`src/rtl/shared_reg_write_arbiter_pkg.sv`:
```
// Shared definitions for the shared register write arbiter: FSM state
// encoding, owner index width and a one-hot encode helper.
package shared_reg_arb_pkg;

  typedef enum logic {
    IDLE  = 1'b0,
    OWNED = 1'b1
  } arb_state_e;

  localparam int OWNER_W  = 3;
  localparam int MAX_NREQ = 8;

  // One-hot encode of a requester index; callers truncate to their NREQ.
  function automatic logic [MAX_NREQ-1:0] onehot_enc(input logic [OWNER_W-1:0] idx);
    logic [MAX_NREQ-1:0] oh;
    oh      = '0;
    oh[idx] = 1'b1;
    return oh;
  endfunction

endpackage

```
`src/rtl/shared_reg_write_arbiter_prio_pick.sv`:
```
// Combinational winner picker. mode=0 picks the highest set request index;
// mode=1 searches cyclically starting just after rr_ptr.
module arb_prio_pick
  import shared_reg_arb_pkg::*;
#(
  parameter int NREQ = 2
) (
  input  logic [NREQ-1:0]    req,
  input  logic [OWNER_W-1:0] rr_ptr,
  input  logic               mode,
  output logic               any,
  output logic [OWNER_W-1:0] idx
);

  // Select the winning index according to the active arbitration mode.
  always_comb begin
    int  j;
    logic found;
    any   = |req;
    idx   = '0;
    found = 1'b0;
    j     = 0;
    if (!mode) begin
      // Later (higher) indices overwrite earlier ones, so the highest wins.
      for (int i = 0; i < NREQ; i++) begin
        if (req[i]) idx = OWNER_W'(i);
      end
    end else begin
      // rr_ptr itself is visited last, giving it the lowest priority.
      for (int k = 1; k <= NREQ; k++) begin
        j = int'(rr_ptr) + k;
        if (j >= NREQ) j = j - NREQ;
        if (!found && req[j]) begin
          idx   = OWNER_W'(j);
          found = 1'b1;
        end
      end
    end
  end

endmodule

```
`src/rtl/shared_reg_write_arbiter.sv`:
```
// Shared register write arbiter: serialises writes from NREQ agents into one
// WIDTH-bit register, with optional exclusive ownership bounded by MAX_HOLD.
//
//   state | meaning
//   ------+-------------------------------------------------------------
//   IDLE  | all requesters compete; winner writes, may lock ownership
//   OWNED | only the owner is served until it drops lock or times out
module shared_reg_write_arbiter
  import shared_reg_arb_pkg::*;
#(
  parameter int NREQ     = 2,
  parameter int WIDTH    = 2,
  parameter int RR       = 0,
  parameter int MAX_HOLD = 4
) (
  input  logic                  clk,
  input  logic                  rst_n,
  input  logic [NREQ-1:0]       req,
  input  logic [NREQ-1:0]       lock,
  input  logic [NREQ*WIDTH-1:0] wdata,
  output logic [WIDTH-1:0]      q,
  output logic [NREQ-1:0]       gnt,
  output logic                  busy,
  output logic [OWNER_W-1:0]    owner,
  output logic                  timeout
);

  localparam int HCW = $clog2(MAX_HOLD) + 1;

  arb_state_e           state_q, state_d;
  logic [HCW-1:0]       hold_cnt_q, hold_cnt_d;
  logic [OWNER_W-1:0]   rr_ptr_q, rr_ptr_d;
  logic [WIDTH-1:0]     q_q, q_d;
  logic [NREQ-1:0]      gnt_q, gnt_d;
  logic                 busy_q, busy_d;
  logic [OWNER_W-1:0]   owner_q, owner_d;
  logic                 timeout_q, timeout_d;

  logic                 win_any;
  logic [OWNER_W-1:0]   win_idx;
  logic                 win_lock;
  logic [WIDTH-1:0]     win_data;
  logic                 own_req;
  logic                 own_lock;
  logic [WIDTH-1:0]     own_data;

  arb_prio_pick #(
    .NREQ (NREQ)
  ) u_pick (
    .req    (req),
    .rr_ptr (rr_ptr_q),
    .mode   (RR != 0),
    .any    (win_any),
    .idx    (win_idx)
  );

  // Mux out the winner's and the owner's request, lock and data lanes.
  always_comb begin
    win_lock = 1'b0;
    win_data = '0;
    own_req  = 1'b0;
    own_lock = 1'b0;
    own_data = '0;
    for (int i = 0; i < NREQ; i++) begin
      if (win_idx == OWNER_W'(i)) begin
        win_lock = lock[i];
        win_data = wdata[i*WIDTH +: WIDTH];
      end
      if (owner_q == OWNER_W'(i)) begin
        own_req  = req[i];
        own_lock = lock[i];
        own_data = wdata[i*WIDTH +: WIDTH];
      end
    end
  end

  // Next-state, write and ownership decisions for the coming edge.
  always_comb begin
    state_d    = state_q;
    hold_cnt_d = hold_cnt_q;
    rr_ptr_d   = rr_ptr_q;
    q_d        = q_q;
    gnt_d      = '0;
    busy_d     = busy_q;
    owner_d    = owner_q;
    timeout_d  = 1'b0;
    case (state_q)
      IDLE: begin
        if (win_any) begin
          q_d   = win_data;
          gnt_d = NREQ'(onehot_enc(win_idx));
          if (RR != 0) rr_ptr_d = win_idx;
          if (win_lock) begin
            state_d    = OWNED;
            owner_d    = win_idx;
            hold_cnt_d = HCW'(1);
            busy_d     = 1'b1;
          end
        end
      end
      OWNED: begin
        if (own_req) begin
          q_d   = own_data;
          gnt_d = NREQ'(onehot_enc(owner_q));
        end
        // Release edges serve only the owner; others wait one more edge.
        if (!own_lock) begin
          state_d    = IDLE;
          busy_d     = 1'b0;
          hold_cnt_d = '0;
        end else if (hold_cnt_q == HCW'(MAX_HOLD - 1)) begin
          state_d    = IDLE;
          busy_d     = 1'b0;
          timeout_d  = 1'b1;
          hold_cnt_d = '0;
        end else begin
          hold_cnt_d = hold_cnt_q + 1'b1;
        end
      end
      default: begin
        state_d = IDLE;
        busy_d  = 1'b0;
      end
    endcase
  end

  // State and output registers with asynchronous clear.
  always_ff @(posedge clk or negedge rst_n) begin
    if (!rst_n) begin
      state_q    <= IDLE;
      hold_cnt_q <= '0;
      rr_ptr_q   <= OWNER_W'(NREQ - 1);
      q_q        <= '0;
      gnt_q      <= '0;
      busy_q     <= 1'b0;
      owner_q    <= '0;
      timeout_q  <= 1'b0;
    end else begin
      state_q    <= state_d;
      hold_cnt_q <= hold_cnt_d;
      rr_ptr_q   <= rr_ptr_d;
      q_q        <= q_d;
      gnt_q      <= gnt_d;
      busy_q     <= busy_d;
      owner_q    <= owner_d;
      timeout_q  <= timeout_d;
    end
  end

  assign q       = q_q;
  assign gnt     = gnt_q;
  assign busy    = busy_q;
  assign owner   = owner_q;
  assign timeout = timeout_q;

endmodule
```
`config.mk`:
```
export PLATFORM = sky130hd
export DESIGN_NAME = shared_reg_write_arbiter
export DESIGN_NICKNAME = d
export VERILOG_FILES = /design/src/rtl/shared_reg_write_arbiter_pkg.sv /design/src/rtl/shared_reg_write_arbiter_prio_pick.sv /design/src/rtl/shared_reg_write_arbiter.sv
export SDC_FILE = /design/constraint.sdc
export NUM_CORES = 1
export LEC_CHECK = 0
export CAP_MARGIN = 20
export CORE_ASPECT_RATIO = 0.75
export CORE_MARGIN = 4
export CORE_UTILIZATION = 40
export DETAILED_ROUTE_END_ITERATION = 16
export PLACE_DENSITY = 0.67
export SYNTH_ARGS = -nofsm -noshare
export SYNTH_HDL_FRONTEND = slang
export SYNTH_HIERARCHICAL = 1
export SYNTH_SLANG_ARGS = --single-unit
```
`constraint.sdc`:
```
create_clock -name clk -period 1.3 [get_ports clk]
set_input_delay 0.325 -clock clk [delete_from_list [all_inputs] [get_ports clk]]
set_output_delay 0.325 -clock clk [all_outputs]
set_load 0.01 [all_outputs]
```
==> run summary <==
- 13 — flops & latches, synth
- 4.08 mm — wire length of the first global-routing pass
- 1550 sq um — area of all placed cells without fillers
- 50.4 microns — die height
- register to register — category of the most critical setup path
- 1360 sq um — instance area after placement
- 30 — 1st-iter DRT viols
- 14 — maximum number of pins on one net before global-route repair
- done — CTS tree
- flip-flops — top cell family by delay on the critical path
- 1.86 mm — post-detailed-placement half-perimeter wirelength
- finished with violations — outcome
- 0.355 ns — worst hold margin
- 1.52 ns — worst path arrival time
- 906 — via total after detailed routing
- 744 MHz — highest clock frequency the design can meet
- 0.08 ns — clock edge transition at the registers on the reported setup and hold paths
- 2 — Max Root-Sink Buffers
- register — CP endpoint kind
- dfrtp_1 — Main synth FF type
- 19 x conb_1, 17 x buf_4, 11 x dfrtp_1, 8 x ha_1 — most frequent cells in the layout
- 1 — depth of the CTS H-tree
- 2.28 mW — PnR Total Power
- 1.47 ns — CP required
- 176 — nets
- 13 — clock net sink count
- 2.43 mm — Detailed Route WL
- 0 — number of enable-type register cells in the synthesized netlist
- 1.34 ns — Tmin final
- 0.28 ns — worst skew pair latency
- -0.0435 ns — Final Worst Setup Slack
- 61.5% — area growth from synthesis to layout
- 9.88 sq um — Mean Syn Cell Area
- 33.9% — sequential cell area fraction in the yosys report
- buf_6 -> mux2_4 -> and3_4 -> a22o_1 — chain of cells forming the critical path
- 0 — initial antenna violation count
- input port to async pin — worst hold path type
- 6 — Max FO, Critical Path
- 0 — max-capacitance violation count
- 15 — Std-Cell Rows
- 6 — Warnings, synthesis
- 0 — number of inserted diodes
- 958 sq um — cell area after synthesis
- 3 — number of buffers added by the clock tree synthesis step
- 12.7 microns — Routed WL per cell
- 33.9% — fraction of synthesized cell area taken by the top area cell type
- conb_1 — most frequent standard cell in the layout excluding fill and tap cells
- 956 — vias in the first global route
- 3 — setup-violating endpoint count in the final report
- -0.697 ns — pre-CTS worst setup slack
- 4.74 — vias per cell
- register — startpoint type of the worst setup path
- 100% — async set-or-reset flop fraction in the synthesized netlist
- 0.729 nW — Leak Pwr
- 0 — gr ovfl total
- 0.000971 V — VDD IR-drop max
- 0 — final count of pins violating max slew
- 1470 nW/um^2 — power density over the cells
- 193 — FILL cells
- 41.9% — starting density of the core
- 41 — synth unique cells
- 0 — post-route DRC violation count
- 35.7% — fraction of final layout cells sized beyond drive strength 1
- 18 — number of buffers added on ports
- 97 — number of instances in the synthesized netlist
- 0 — Fin. Hold Viols
- dfrtp_1 — library cell with the largest summed area after synthesis
- 16.5% — GRT Total Usage
- 0.42 ns — delay of the slowest cell on the worst path
- 0 — remaining number of nets flagged by the antenna check after routing
- setup timing — failing checks
- 64.5 microns — die width
- 103% — Tcrit/Tclk final
- clkbuf_4 — Root Driver
- 0.771 — Placer Congestion
- dfrtp_2 — Worst path slowest cell
- 2290 sq um — placeable core area
- 1 — Critical path buffers and inverters
- -0.04 ns — reg-to-reg slack, setup
- dfrtp_1 34%, ha_1 10%, mux2_4 4.7% — cell types with the largest area share after synthesis
- 0.00379 ns — Clock Skews
- 3250 sq um — floorplan die area
- 19 — I/O pin count
- 4 — number of search-and-repair iterations in the first detailed-routing pass
- true — RSZ-0062 raised after global routing
==> cell type report <==
type	instances	area, sq um	share of cell area (%)
Inverter	6	22.5	1.46
Tap cell	34	42.5	2.75
Timing Repair Buffer	41	362	23.4
Multi-Input combinational cell	93	767	49.6
Clock buffer	4	26.3	1.70
Sequential cell	13	328	21.2
==> kinds of logic after synthesis <==
group	after synthesis	synth area share, %
and+or+nand+nor	31	22.1
adders and majority gates	8	10.4
AOI/OAI and AO/OA	27	18.8
other	2	0.784
DFF	13	33.9
muxes	5	6.92
buffers and inverters	8	4.31
xor gates and xnor gates	3	2.74
==> flip-flops by register name, indices dropped and copies added, names as in the netlist <==
| register | count |
|---|---|
| timeout | 1 |
| q | 2 |
| gnt | 2 |
| hold_cnt_q | 3 |
| busy | 1 |
| owner | 3 |
| state_q | 1 |
==> what timing repair did <==
item | 4_1_cts | 5_1_grt
resized for setup | 41 | 12
pin swaps | 8 | 7
hold buffers | 0 | 0
setup buffers | 6 | 1
setup endpoints to repair | 22 | 11
gates cloned | 0 | 0
==> synth_stat cells (all sizes together) (2+ instances only) <==
library cell	number
o22ai	2
mux2	4
a211oi	2
nor4b	2
xnor2	3
inv	6
nand3	3
nor3	4
a31oi	7
nor2	2
ha	8
and2	2
o21ai	8
buf	2
nand2	6
conb	2
dfrtp	13
and3	2
==> stage by stage <==
step,util (%),setup TNS (ns),instances
detailed placement,59.5,-6.63,180
floorplan,-,-0.249,114
finish,67.6,-0.0835,191
CTS,65.6,-0.0809,190
global route,67.6,-0.332,191
global placement,59.5,-6.25,180
==> final timing paths <==
path | startpoint | end | cells past startpoint
min in group clk | req[1] | gnt[1]$_DFF_PN0_ | 4
hold reg to reg | hold_cnt_q[2]$_DFFE_PN0P_ | hold_cnt_q[2]$_DFFE_PN0P_ | 1
setup / recovery | owner[0]$_DFFE_PN0P_ | hold_cnt_q[1]$_DFFE_PN0P_ | 4
max in group asynchronous | rst_n | state_q$_DFF_PN0_ | 2
setup reg to reg | owner[0]$_DFFE_PN0P_ | hold_cnt_q[1]$_DFFE_PN0P_ | 4
hold / removal | rst_n | timeout$_DFF_PN0_ | 2
==> per-layer routing <==
| layer | vias to the layer above | GRT usage [%] | share of wire (%) |
|---|---|---|---|
| li1 | 463 | - | - |
| met1 | 418 | 20.4 | 51 |
| met2 | 23 | 27.2 | 44 |
| met3 | 2 | 5.59 | 4.7 |
| met4 | 0 | 4.91 | 0.33 |
| met5 | - | 0 | 0 |
==> where the power goes <==
part | leakage, nW | internal (mW) | switching [mW]
logic | 0.549 | 0.780 | 0.585
registers | 0.165 | 0.544 | 0.113
clock network | 0.0150 | 0.119 | 0.137
No activity file was read; power rests on OpenSTA's default activity.
